[config.mk]
export PLATFORM = sky130hd
export DESIGN_NAME = sprite_line_scheduler
export DESIGN_NICKNAME = d
export VERILOG_FILES = /design/src/rtl/sprite_line_scheduler.sv
export SDC_FILE = /design/constraint.sdc
export NUM_CORES = 1
export LEC_CHECK = 0
export ABC_AREA = 1
export BUFFER_PORTS_ARGS = -buffer_cell sky130_fd_sc_hd__buf_4
export CORE_MARGIN = 2
export CORE_UTILIZATION = 61
export DETAILED_ROUTE_END_ITERATION = 6
export PLACE_DENSITY = 0.84
export SLEW_MARGIN = 20
export SYNTH_ARGS = -nofsm -noshare
export SYNTH_HDL_FRONTEND = slang
export SYNTH_SLANG_ARGS = --single-unit
[constraint.sdc]
create_clock -name i_Clk -period 4 [get_ports i_Clk]
set_input_delay 0.8 -clock i_Clk [delete_from_list [all_inputs] [get_ports i_Clk]]
set_output_delay 0.8 -clock i_Clk [all_outputs]
set_load 0.01 [all_outputs]
[src/rtl/sprite_line_scheduler.sv]
// Per-line sprite scheduler: scans the attribute table for sprites that cover the next beam row,
// fetches 16 pixels per hit from the sprite ROM and writes the opaque on-screen pixels to the line RAM.
module sprite_line_scheduler #(
  parameter int NUM_SPRITES = 8
) (
  input  logic        i_Clk,
  input  logic        i_Reset_n,
  input  logic        i_line_start,
  input  logic [9:0]  i_next_row,
  input  logic        i_attr_we,
  input  logic [4:0]  i_attr_addr,
  input  logic [11:0] i_attr_wdata,
  output logic [5:0]  o_rom_sprite,
  output logic [2:0]  o_rom_row,
  output logic [2:0]  o_rom_col,
  input  logic [1:0]  i_rom_pixel,
  output logic        o_lr_write,
  output logic [9:0]  o_lr_addr,
  output logic [1:0]  o_lr_data,
  output logic        o_busy,
  output logic        o_done,
  output logic        o_overrun
);

  typedef enum logic [1:0] {IDLE, SCAN, FETCH, DRAIN} state_t;

  logic [9:0] slot_x   [NUM_SPRITES];
  logic [9:0] slot_y   [NUM_SPRITES];
  logic       slot_en  [NUM_SPRITES];
  logic [5:0] slot_num [NUM_SPRITES];

  // One register set per slot; field 3 is reserved and never stored.
  generate
    for (genvar gi = 0; gi < NUM_SPRITES; gi++) begin : g_slot
      logic [9:0] x_reg;
      logic [9:0] y_reg;
      logic       en_reg;
      logic [5:0] num_reg;
      logic       sel;

      assign sel = i_attr_we && (i_attr_addr[4:2] == 3'(gi));

      always_ff @(posedge i_Clk) begin
        if (!i_Reset_n) begin
          x_reg   <= '0;
          y_reg   <= '0;
          en_reg  <= 1'b0;
          num_reg <= '0;
        end else if (sel) begin
          case (i_attr_addr[1:0])
            2'd0: x_reg <= i_attr_wdata[9:0];
            2'd1: y_reg <= i_attr_wdata[9:0];
            2'd2: begin
              en_reg  <= i_attr_wdata[6];
              num_reg <= i_attr_wdata[5:0];
            end
            default: ;
          endcase
        end
      end

      assign slot_x[gi]   = x_reg;
      assign slot_y[gi]   = y_reg;
      assign slot_en[gi]  = en_reg;
      assign slot_num[gi] = num_reg;
    end
  endgenerate

  state_t     state_reg, state_next;
  logic [2:0] idx_reg, idx_next;
  logic [9:0] row_reg, row_next;
  logic [9:0] wx_reg, wx_next;
  logic [5:0] wnum_reg, wnum_next;
  logic [2:0] wrow_reg, wrow_next;
  logic [3:0] cnt_reg, cnt_next;
  logic [9:0] pcol_reg, pcol_next;
  logic       pvalid_reg, pvalid_next;
  logic       overrun_reg, overrun_next;

  logic [9:0] scan_dy;
  logic       scan_hit;
  logic [9:0] fetch_col;

  // Slot fields are read live during SCAN so writes to unscanned slots land in this build.
  assign scan_dy   = row_reg - slot_y[idx_reg];
  assign scan_hit  = slot_en[idx_reg] && (scan_dy[9:4] == 6'd0);
  assign fetch_col = wx_reg + {6'd0, cnt_reg};

  always_comb begin
    state_next   = state_reg;
    idx_next     = idx_reg;
    row_next     = row_reg;
    wx_next      = wx_reg;
    wnum_next    = wnum_reg;
    wrow_next    = wrow_reg;
    cnt_next     = cnt_reg;
    pcol_next    = fetch_col;
    pvalid_next  = (state_reg == FETCH);
    overrun_next = overrun_reg | (i_line_start && (state_reg != IDLE));

    case (state_reg)
      IDLE: begin
        if (i_line_start) begin
          row_next   = i_next_row;
          idx_next   = 3'(NUM_SPRITES - 1);
          state_next = SCAN;
        end
      end
      SCAN: begin
        if (scan_hit) begin
          wx_next    = slot_x[idx_reg];
          wnum_next  = slot_num[idx_reg];
          wrow_next  = scan_dy[3:1];
          cnt_next   = 4'd0;
          state_next = FETCH;
        end else if (idx_reg == 3'd0) begin
          state_next = DRAIN;
        end else begin
          idx_next = idx_reg - 3'd1;
        end
      end
      FETCH: begin
        cnt_next = cnt_reg + 4'd1;
        if (cnt_reg == 4'd15) begin
          if (idx_reg == 3'd0) begin
            state_next = DRAIN;
          end else begin
            idx_next   = idx_reg - 3'd1;
            state_next = SCAN;
          end
        end
      end
      DRAIN: begin
        state_next = IDLE;
      end
      default: begin
        state_next = IDLE;
      end
    endcase
  end

  always_ff @(posedge i_Clk) begin
    if (!i_Reset_n) begin
      state_reg   <= IDLE;
      idx_reg     <= '0;
      row_reg     <= '0;
      wx_reg      <= '0;
      wnum_reg    <= '0;
      wrow_reg    <= '0;
      cnt_reg     <= '0;
      pcol_reg    <= '0;
      pvalid_reg  <= 1'b0;
      overrun_reg <= 1'b0;
    end else begin
      state_reg   <= state_next;
      idx_reg     <= idx_next;
      row_reg     <= row_next;
      wx_reg      <= wx_next;
      wnum_reg    <= wnum_next;
      wrow_reg    <= wrow_next;
      cnt_reg     <= cnt_next;
      pcol_reg    <= pcol_next;
      pvalid_reg  <= pvalid_next;
      overrun_reg <= overrun_next;
    end
  end

  assign o_rom_sprite = (state_reg == FETCH) ? wnum_reg     : 6'd0;
  assign o_rom_row    = (state_reg == FETCH) ? wrow_reg     : 3'd0;
  assign o_rom_col    = (state_reg == FETCH) ? cnt_reg[3:1] : 3'd0;

  // Write stage pairs the pipelined column with the ROM data returned this cycle.
  assign o_lr_write = pvalid_reg && (i_rom_pixel != 2'd0) && (pcol_reg < 10'd640);
  assign o_lr_addr  = pcol_reg;
  assign o_lr_data  = i_rom_pixel;

  assign o_busy    = (state_reg != IDLE);
  assign o_done    = (state_reg == DRAIN);
  assign o_overrun = overrun_reg;

endmodule

==> impl_metrics.yaml <==
timing:
  setup_violations: 0
  max_slew.worst_pin.slew_ps: 843
  hold_slack_ps: 447
  hold_viol_final: 0
  min_period_ps: 3570
  rsz0062_at_grt: "no"
  worst_slack_ps: 434
  finalSetupTns_ps: 0
  drv_slew: 0
  max_freq_mhz: 280
  slew_headroom: 0.438
  skew_ps: 7.63
  min_period_over_period: 0.892
clock_network:
  root_buffer: "clkbuf_16"
  clk_latency_ps: 540
  cts_resized: 0
  cts_hold_buf: 0
  clockBufferDepth: 3
  htreeDepth: 1
  cts_setup_buffers: 0
  cts_tree: "yes"
  clkSlewWorstSetupHoldPaths_ps: 60
  clock-sinks: 266
  numCtsBuffers: 27
floorplanning:
  io_pins: 61
  start_util: 0.622
  rows: 51
  die_h_um: 145
  core_um2: 19500
  die_w_um: 145
  die_area_um2: 21100
worst_setup_path:
  path_class: "reg -> reg"
  crit_top_cell: "nand2_1"
  required_ps: 4470
  cpMaxStageDelayCell: "dfxtp_2"
  cp_cell_sequence: "buf_4 > o21ai_0 > o21ai_0 > o21ai_0 > ha_1 > nand2_1 > inv_1 > nand4_1 > o211ai_1 > nand2_1 > a21oi_1 > nor2_1 > nand2_1 > nand2_1 > inv_1 > nand3_4 > nor2_4 > buf_4 > o21ai_1 > nor2_1"
  path_max_fanout: 25
  worstPathArrival_ps: 4040
  start_kind: "register"
  critical-path-max-stage-delay_ps: 510
  end_kind: "register"
detailed_routing:
  drt-wirelength-per-cell_um: 17.1
  drcViolationCount: 4
  routed_wirelength_um: 33800
  drtAntennaViolNets: 0
  drt_iter0_drc: 1022
  detail_route.first_pass.iterations: 7
  routed_via_density: 5.93
  num_vias: 11700
placed_design:
  place_area_um2: 12600
  io_buffers: 58
  dpl.hpwl_um: 20400
  placedCellCount: 1924
  post-place-ws_ps: 530
  gp_congestion: 0.859
synth:
  async_flop_share: 0
  synthAdderAreaFrac: 0.0229
  avgSynthCellArea_um2: 7.14
  synth_flop_cell: "dfxtp_1"
  synthSimpleGateAreaFrac: 0.194
  synth_edf_count: 0
  syn_area_um2: 12200
  synth-compound-area-share: 0.252
  yosysMostFrequentCell: "o21ai_0"
  synth_common_cells: "o21ai_0 (283), nor2_1 (279), dfxtp_1 (266), a21oi_1 (228), nand2_1 (156)"
  synth-seq-area-share: 0.438
  ys_seq_elements: 266
  synth_cell_types: 43
  yosys_warnings: 0
  synth_top_family_by_area: "compound AO/OA/AOI/OAI gates"
  synth_xor_area_frac: 0.00504
  synth_top_area_share: 0.438
  postSynthNetCount: 1756
  synth_top_cell_by_area: "dfxtp_1"
  synthCells: 1702
  synth_area_leaders: "dfxtp_1 (44%), o21ai_0 (12%), a21oi_1 (9.4%)"
  synth.area.mux_share: 0
job:
  maxCapViolCount: 0
pwr:
  powerDensity_nw_per_um2: 611
  leakage_nw: 5.32
  ir_worst_vdd_mv: 0.434
final_layout:
  fin_cells: 1974
  syn_to_final_growth_pct: 11.8
  drive_gt1_frac: 0.0942
  diodes: 0
  design_area_um2: 13600
  nets: 1742
grt:
  globalRouteOverflowTotal: 0
  grt_max_degree: 187
  antenna_found_initial: 0
  grt_pass1_vias: 11100
  grt_pass1_wl_um: 55100
  grt.total_usage: 0.313
status:
  status: "finished with violations"
  violations: "DRC"
worst_hold_path:
  hold_class: "reg -> reg"
-- final cells by class --
type,instances,area [um2]
clock inverters,13,219
well taps,265,332
inverters,139,527
flip-flops and latches,266,5330
repair buffers,84,656
fillers,1615,5940
clock buffers,37,763
multi-input cells,1170,5770
-- worst max-delay path: cells and delay by family, from the launching register on --
family	cells	cell delay, ps
compound gates	6	930
simple gates	9	850
buf+inv	4	770
flops	1	510
fa+ha+maj	1	410
-- report_power, final --
part	switching (mW)	total [mW]	internal (mW)
Combinational	1.85	2.71	0.863
Sequential	0.0825	2.82	2.74
Clock	1.05	2.77	1.72
-- per-layer routing --
layer	track usage	share of wire	vias to the layer above
li1	-	-	5640
met3	0.0425	0.079	140
met2	0.526	0.47	538
met1	0.392	0.39	5393
met4	0.168	0.056	0
met5	0	0	-
-- per-stage QoR --
step,total power [mW],util
global route,8.69,0.696
global placement,5.44,0.646
finish,8.30,0.696
floorplan,4.85,-
CTS,8.26,0.696
detailed placement,5.50,0.646
-- placed cells by master (no fill, tap or decap), types with 2 or more instances in the layout --
| cell | instances |
|---|---|
| o21ai_0 | 283 |
| nor2_1 | 278 |
| dfxtp_1 | 265 |
| a21oi_1 | 228 |
| nand2_1 | 156 |
| inv_1 | 134 |
| nand3_1 | 102 |
| buf_4 | 82 |
| clkbuf_16 | 27 |
| ha_1 | 19 |
| o211ai_1 | 18 |
| o21ai_1 | 18 |
| o221ai_1 | 16 |
| nand2_2 | 7 |
| clkinv_2 | 6 |
| bufinv_16 | 6 |
| nor3_1 | 5 |
| clkbuf_8 | 5 |
| clkbuf_1 | 5 |
| xor2_1 | 4 |
| nor2_4 | 3 |
| nand4_1 | 3 |
| xnor2_1 | 3 |
| a21oi_2 | 3 |
| o21ai_2 | 3 |
| nand3_2 | 3 |
| nor2_2 | 2 |
| inv_2 | 2 |
| clkinv_1 | 2 |
| a21o_1 | 2 |
| nand3_4 | 2 |
| inv_6 | 2 |
| fa_1 | 2 |
| buf_12 | 2 |
-- logic make-up after synthesis --
kind of cell    after synthesis
buf+inv                     266
simple gates                564
flops                       266
xor+xnor                      7
fa+ha+maj                    21
compound gates              578
-- worst paths after layout --
kind	start	to	slack, ps	depth (start not counted)
max reg2reg	idx_reg[0]	wx_reg[0]	430	20
max	idx_reg[0]	wx_reg[0]	430	20
min reg2reg	g_slot[4].x_reg[7]	g_slot[4].x_reg[7]	450	2
min	g_slot[4].x_reg[7]	g_slot[4].x_reg[7]	450	2
(Power assumes the default switching activity.)
